File: config.mk
export PLATFORM = sky130hd
export DESIGN_NAME = reflet_mem_sequencer
export DESIGN_NICKNAME = d
export VERILOG_FILES = /design/src/rtl/reflet_mem_sequencer.sv
export SDC_FILE = /design/constraint.sdc
export NUM_CORES = 1
export LEC_CHECK = 0
export BUFFER_PORTS_ARGS = -buffer_cell sky130_fd_sc_hd__buf_4
export CAP_MARGIN = 20
export CELL_PAD_IN_SITES_DETAIL_PLACEMENT = 2
export CELL_PAD_IN_SITES_GLOBAL_PLACEMENT = 2
export CORE_UTILIZATION = 30
export DETAILED_ROUTE_END_ITERATION = 16
export HOLD_SLACK_MARGIN = 0.12
export PLACE_DENSITY_LB_ADDON = 0.1
export SETUP_SLACK_MARGIN = 0.3
export SYNTH_ARGS = -nofsm -noshare
export SYNTH_HDL_FRONTEND = slang
export SYNTH_SLANG_ARGS = --single-unit
File: constraint.sdc
create_clock -name clk -period 3.5 [get_ports clk]
set_input_delay 0.175 -clock clk [delete_from_list [all_inputs] [get_ports clk]]
set_output_delay 0.175 -clock clk [all_outputs]
set_load 0.01 [all_outputs]
File: src/rtl/reflet_mem_sequencer.sv
// reflet_mem_sequencer: sequences 8/16-bit CPU loads and stores onto a byte-wide
// memory with one-cycle read latency. A word access takes two byte cycles (A, A+1).
// Optional feature: define REFLET_MISALIGN_TRAP_EN to fault misaligned word accesses
// when trap_en is set at acceptance; otherwise misaligned words are simply split.
module reflet_mem_sequencer #(
    parameter int unsigned ADDR_W = 16
) (
    input  logic              clk,
    input  logic              reset,
    input  logic              req_valid,
    output logic              req_ready,
    input  logic              req_write,
    input  logic              req_word,
    input  logic [ADDR_W-1:0] req_addr,
    input  logic [15:0]       req_wdata,
    input  logic              trap_en,
    output logic              resp_valid,
    output logic [15:0]       resp_rdata,
    output logic              fault,
    output logic              mem_en,
    output logic              mem_we,
    output logic [ADDR_W-1:0] mem_addr,
    output logic [7:0]        mem_wdata,
    input  logic [7:0]        mem_rdata
);

    typedef enum logic [2:0] {
        StIdle,
        StAcc0,
        StAcc1,
`ifdef REFLET_MISALIGN_TRAP_EN
        StFault,
`endif
        StResp
    } state_e;

    state_e            state_q;
    logic              word_q;
    logic              write_q;
    logic [7:0]        wdata_hi_q;
    logic [7:0]        byte0_q;
    logic              mem_en_q;
    logic              mem_we_q;
    logic [ADDR_W-1:0] mem_addr_q;
    logic [7:0]        mem_wdata_q;
    logic              resp_valid_q;
    logic              trap_req;

`ifdef REFLET_MISALIGN_TRAP_EN
    logic              fault_q;
    assign trap_req = req_word && req_addr[0] && trap_en;
`else
    logic              unused_trap_en;
    assign unused_trap_en = trap_en;
    assign trap_req       = 1'b0;
`endif

    // Sequencer FSM with registered memory and response strobes.
    always_ff @(posedge clk) begin
        if (reset) begin
            state_q      <= StIdle;
            word_q       <= 1'b0;
            write_q      <= 1'b0;
            wdata_hi_q   <= 8'h00;
            byte0_q      <= 8'h00;
            mem_en_q     <= 1'b0;
            mem_we_q     <= 1'b0;
            mem_addr_q   <= '0;
            mem_wdata_q  <= 8'h00;
            resp_valid_q <= 1'b0;
`ifdef REFLET_MISALIGN_TRAP_EN
            fault_q      <= 1'b0;
`endif
        end else begin
            case (state_q)
                StIdle: begin
                    mem_en_q     <= 1'b0;
                    mem_we_q     <= 1'b0;
                    resp_valid_q <= 1'b0;
                    if (req_valid) begin
                        word_q     <= req_word;
                        write_q    <= req_write;
                        wdata_hi_q <= req_wdata[15:8];
                        if (trap_req) begin
`ifdef REFLET_MISALIGN_TRAP_EN
                            state_q      <= StFault;
                            resp_valid_q <= 1'b1;
                            fault_q      <= 1'b1;
`endif
                        end else begin
                            state_q     <= StAcc0;
                            mem_en_q    <= 1'b1;
                            mem_we_q    <= req_write;
                            mem_addr_q  <= req_addr;
                            mem_wdata_q <= req_wdata[7:0];
                        end
                    end
                end
                StAcc0: begin
                    if (word_q) begin
                        // Second byte wraps naturally at the top of the address space.
                        state_q     <= StAcc1;
                        mem_addr_q  <= mem_addr_q + ADDR_W'(1);
                        mem_wdata_q <= wdata_hi_q;
                    end else begin
                        state_q      <= StResp;
                        mem_en_q     <= 1'b0;
                        mem_we_q     <= 1'b0;
                        resp_valid_q <= 1'b1;
                    end
                end
                StAcc1: begin
                    byte0_q      <= mem_rdata;
                    state_q      <= StResp;
                    mem_en_q     <= 1'b0;
                    mem_we_q     <= 1'b0;
                    resp_valid_q <= 1'b1;
                end
                StResp: begin
                    state_q      <= StIdle;
                    resp_valid_q <= 1'b0;
                end
`ifdef REFLET_MISALIGN_TRAP_EN
                StFault: begin
                    state_q      <= StIdle;
                    resp_valid_q <= 1'b0;
                    fault_q      <= 1'b0;
                end
`endif
                default: begin
                    state_q      <= StIdle;
                    mem_en_q     <= 1'b0;
                    mem_we_q     <= 1'b0;
                    resp_valid_q <= 1'b0;
                end
            endcase
        end
    end

    // Strobes are gated by reset so an aborted access issues no further write or response.
    assign req_ready  = (state_q == StIdle);
    assign mem_en     = mem_en_q && !reset;
    assign mem_we     = mem_we_q && !reset;
    assign mem_addr   = mem_addr_q;
    assign mem_wdata  = mem_wdata_q;
    assign resp_valid = resp_valid_q && !reset;
`ifdef REFLET_MISALIGN_TRAP_EN
    assign fault      = fault_q && !reset;
`else
    assign fault      = 1'b0;
`endif

    // Last load byte comes straight from the memory in the response cycle.
    always_comb begin
        resp_rdata = 16'h0000;
        if (resp_valid && !write_q && !fault) begin
            resp_rdata = word_q ? {mem_rdata, byte0_q} : {8'h00, mem_rdata};
        end
    end

endmodule

* After elaboration in Yosys (flattened, before gate mapping)
Cells that the tools add are included.
** Word-level totals
- Bits in registers :: 48
- Input port bits :: 46
- Output and inout port bits :: 45
- Logic and storage cells :: 47
** Cells by class
- Add/sub/neg operators :: 1
- Eq/ne operators :: 6
- Muxes and demuxes :: 18
- Bitwise logic cells :: 1
- Reductions and logical operators :: 11
** Operators by type and width (count)
- $mux W16 :: 4
- $pmux W16 S2 :: 1
- $add A16 B1 Y16 const B :: 1
- $mux W8 :: 2
- $pmux W8 S2 :: 1
- $pmux W3 S3 :: 1
- $eq A3 B2 Y1 const B :: 2
- $ne A2 B2 Y1 const B :: 3
- $pmux W1 S3 :: 2
- $mux W1 :: 5
- $logic_and A1 B1 Y1 :: 4
- $reduce_and A2 Y1 :: 2
- $eq A3 B1 Y1 const B :: 1
- $logic_not A3 Y1 :: 1
- $mux W3 :: 1
- $reduce_and A3 Y1 :: 1
- $logic_not A1 Y1 :: 2
- $pmux W1 S2 :: 1
- $reduce_bool A2 Y1 :: 1
- $not A1 Y1 :: 1

* Depth between registers and ports, before layout
- Word-level depth :: 4
- Depth in mapped cells :: 8
- Mapped depth without buffers :: 6

* Worst setup path after synthesis
No wires, ideal clock.
- Kind :: register to register
- Start :: register state_q[0]
- End :: register mem_addr_q[11], in the netlist mem_addr[11]
- Library setup time :: 0.126 ns
- Data arrival time :: 1.858 ns
- Required time :: 3.374 ns
- Slack :: 1.516 ns
- Stages on the path, launching flop included :: 9
- Buffers on the path :: 2
- Clock period less this slack :: 1.984 ns
- Cells stage by stage :: dfxtp_1 -> inv_1 -> ha_1 -> nor2b_4 -> buf_6 -> or3_2 -> buf_6 -> o211ai_1 -> o21ai_0
** Between the ends
- Longest elaborated chain between the ends :: 3
- Elaborated cells between the ends (all ways) :: 7
- Classes of those cells :: 3 x eq/ne; 1 x mux; 3 x reduce/logical
** RTL lines
- start, declared :: RTL line 37 : state_e state_q;
- start signal, assigned :: RTL line 61 : state_q <= StIdle;
- start signal, assigned :: RTL line 91 : state_q <= StAcc0;
- start signal, assigned :: RTL line 102 : state_q <= StAcc1;
- $logic_not A3 Y1 (*)
- net req_ready :: RTL line 11 : output logic req_ready,
- $ne A2 B2 Y1 (no line) / $reduce_bool A2 Y1 (equally long branches)
- $reduce_and A3 Y1 (no line)
- end signal, assigned :: RTL line 94 : mem_addr_q <= req_addr;
- end signal, assigned :: RTL line 103 : mem_addr_q <= mem_addr_q + ADDR_W'(1);
- end, declared :: RTL line 44 : logic [ADDR_W-1:0] mem_addr_q;
Mark *: on every way through the listed nets, which the timed path passes. The rest lies on a longest branch.
A chain may end at the register's enable or synchronous reset.

* Worst setup path after layout
- Start :: register state_q[1]
- End :: register mem_addr_q[10], in the netlist mem_addr[10]
** Between the ends
- Longest elaborated chain between the ends :: 3
- Elaborated cells between the ends (all ways) :: 7
- Classes of those cells :: 3 x eq/ne; 1 x mux; 3 x reduce/logical
** RTL lines
- $eq A3 B1 Y1 / $logic_not A3 Y1 (equally long branches) :: RTL line 75 : case (state_q)
- $ne A2 B2 Y1 (no line) / $reduce_bool A2 Y1 (equally long branches)
- $reduce_and A3 Y1 (no line)
Several ways; a longest one is shown, not always the timed one.

==> impl_metrics.ini <==
[global_routing]
grt_first_pass_wirelength_microns = 13800
grt_pass1_vias = 2787
grt_max_degree = 49
globalRouteTotalUtil = 0.201
antenna_found_initial = 0
grt-ovfl-total = 0

[yosys]
syn-num-nets = 370
yosys-top-cells-area = dfxtp_1 37%, mux2i_1 11%, nor2_1 5.6%
synth-async-reset-ratio = 0
yosysTopAreaCell = dfxtp_1
yosys.cell_types.count = 48
synth_top_cell_area_share = 0.368
ys_seq_area_frac = 0.368
syn-mean-instance-area_sq_um = 8.03
synth_flop_cell = dfxtp_1
synthCells = 318
syn_area_sq_um = 2550
ys_warn_count = 0
synth_seq_cells = 47
synth_edf_count = 0

[finish]
nets = 457
layout-drive-gt1-share = 0.261
syn_to_final_growth_pct = 36.9
antenna_cells = 0
final_util = 0.426
instances_no_fill = 511

[floorplanning]
ios = 91
die_w_microns = 94.3
start_util = 0.311
die_y_microns = 94.3
std_cell_rows = 33
dieArea_sq_um = 8890
coreArea_sq_um = 8220

[worst_setup_path]
cp_slowest_stage_delay_ps = 670
arrival_ps = 2640
cp_max_fo = 26
worstSetupStartpointType = register
crit_type = reg -> reg
crit_chain = inv_1 -> ha_1 -> buf_4 -> clkinv_1 -> or4_1 -> a31oi_1
cp_data_required_time_ps = 3750
slowest_stage = or4_1
cp-end-kind = register

[placement]
dp_cells = 492
port_buffers = 88
place_congestion = 0.704
dp_hpwl_microns = 6120

[timing]
min_period_over_period = 0.684
slew_violations = 0
setup_viol = 0
max_slew.worst_pin.slew_ps = 889
holdWs_ps = 117
rsz0062_at_grt = false
relSlewSlack = 0.407
max_freq_mhz = 418
fin_skew_ps = 11.4
hold_viol = 0
min_period_ps = 2390
setup-tns-final_ps = 0

[detailed_routing]
via_per_inst = 5.27
wire_per_inst_microns = 17.4
drt_iter0_markers = 41
vias = 2695
drc = 0
postRouteAntennaNets = 0
detailedRoute.firstPassIterationCount = 4
wirelength_microns = 8880

[outcome]
status = complete, no violations

[clock_network]
cts_tree = yes
cts_sinks = 47
root_buffer = clkbuf_8
cts_buffers = 5
htreeDepth = 2
clk_pin_slew_ps = 100
clk_latency_ps = 320
post_cts_resized = 0
cts_buffer_depth = 2

[pwr]
cellPowerDensity_nw_per_um2 = 762
cellLeakagePower_uw = 0.00148
ir_drop_uv = 246

[run]
max-cap-violations = 0

[hold_path]
hold_path_class = in -> reg
==> power by group <==
| part | switching (uW) | leakage [uW] | internal [uW] |
|---|---|---|---|
| Combinational | 768 | 0.00104 | 576 |
| Sequential | 176 | 0.000386 | 706 |
| Clock | 221 | 0.0000587 | 217 |
| Total | 1160 | 0.00148 | 1500 |
==> critical path: cells and delay by family, from the launching register on <==
kind	cells	cell delay [ps]
flip-flops	1	370
buffers and inverters	3	940
AO/OA/AOI/OAI	1	160
adder cells (fa/ha/maj)	1	180
AND/OR/NAND/NOR	1	670
==> sequential cells by signal, summed over array words and instances (netlist names) <==
signal        count
word_q            1
resp_valid_q      1
write_q           1
mem_addr         16
wdata_hi_q        8
byte0_q           8
mem_wdata         8
state_q           2
mem_we_q          1
mem_en_q          1
==> routing by layer <==
layer  global-route usage  up-vias  share of wire
met5                    0        -              0
met4               0.0564        0          0.015
met3               0.0388        9          0.046
met2                0.366       66           0.50
met1                0.235     1323           0.44
li1                     -     1297              -
==> layout make-up <==
class                           instances  area [sq um]
Tap cell                              105           131
Sequential cell                        47           941
Inverter                                9          33.8
Timing Repair Buffer                  104           808
Clock inverter                          3          47.5
Fill cell                             953          4720
Multi-Input combinational cell        238          1470
Clock buffer                            5          68.8
==> cell usage after synthesis, types with 2 or more instances <==
| library cell | instances |
|---|---|
| nand2_1 | 34 |
| ha_1 | 6 |
| nor2b_1 | 9 |
| and3_1 | 9 |
| nor2_1 | 38 |
| nand3_1 | 10 |
| a32oi_1 | 2 |
| nand2b_1 | 2 |
| inv_1 | 8 |
| buf_2 | 4 |
| o31a_1 | 2 |
| or4_1 | 2 |
| o21ai_0 | 12 |
| clkbuf_1 | 16 |
| a21oi_1 | 25 |
| and4_1 | 3 |
| nor4_1 | 3 |
| mux2i_1 | 28 |
| o21a_1 | 2 |
| and2_1 | 3 |
| or3_2 | 2 |
| a211oi_1 | 10 |
| buf_6 | 2 |
| nand4_1 | 5 |
| dfxtp_1 | 47 |
| a31oi_1 | 5 |
| nor3_1 | 8 |
==> metrics by stage <==
step,setup WS (ps),total power (uW),instance area [sq um]
6_report,1110,2660,3500
5_1_grt,933,2870,3500
4_1_cts,1080,2710,3500
3_5_place_dp,1110,2240,3270
3_3_place_gp,1170,2180,3270
2_1_floorplan,1520,1730,2550
==> path summary, 6_finish.rpt <==
kind / startpoint / slack [ps] / to / depth (start not counted)
max: state_q[1] / 1110 / mem_addr[10] / 6
min: mem_rdata[7] / 120 / byte0_q[7] / 3
max reg2reg: state_q[1] / 1110 / mem_addr[10] / 6
min reg2reg: wdata_hi_q[0] / 470 / wdata_hi_q[0] / 2
==> cells by family (layout without fill, tap and decap cells) <==
family                     count (synthesis)  count (layout)  synth area share
adders and majority gates                  6               6            0.0294
buffers and inverters                     33             121            0.0578
muxes                                     28              28             0.110
DFF                                       47              47             0.368
and+or+nand+nor                          132             132             0.256
AOI/OAI and AO/OA                         71              71             0.178
other                                      1               1           0.00147
==> cells in the final DEF (no fill, tap or decap), types with 2 or more instances in the layout <==
cell	netlist	routed
and2_1	3	3
nor2b_1	9	9
buf_4	1	93
a31oi_1	5	5
nand3_1	10	10
o21ai_0	12	12
a32oi_1	2	2
nand2_1	34	34
a21oi_1	25	25
and3_1	9	9
and4_1	3	3
o31a_1	2	2
nor2_1	38	38
or4_1	2	2
nor3_1	8	8
clkbuf_8	0	5
dfxtp_1	47	47
o21a_1	2	2
nand4_1	5	5
a211oi_1	10	10
or3_2	2	2
nand2b_1	2	2
dlygate4sd3_1	0	11
inv_1	8	8
mux2i_1	28	28
nor4_1	3	3
ha_1	6	6
==> repair_timing <==
item | CTS | global route
hold endpoints to repair | 11 | 0
endpoints found under the setup margin | 0 | 0
hold buffers | 11 | 0
setup buffers | 0 | 0
No activity file was read; power rests on OpenSTA's default activity.
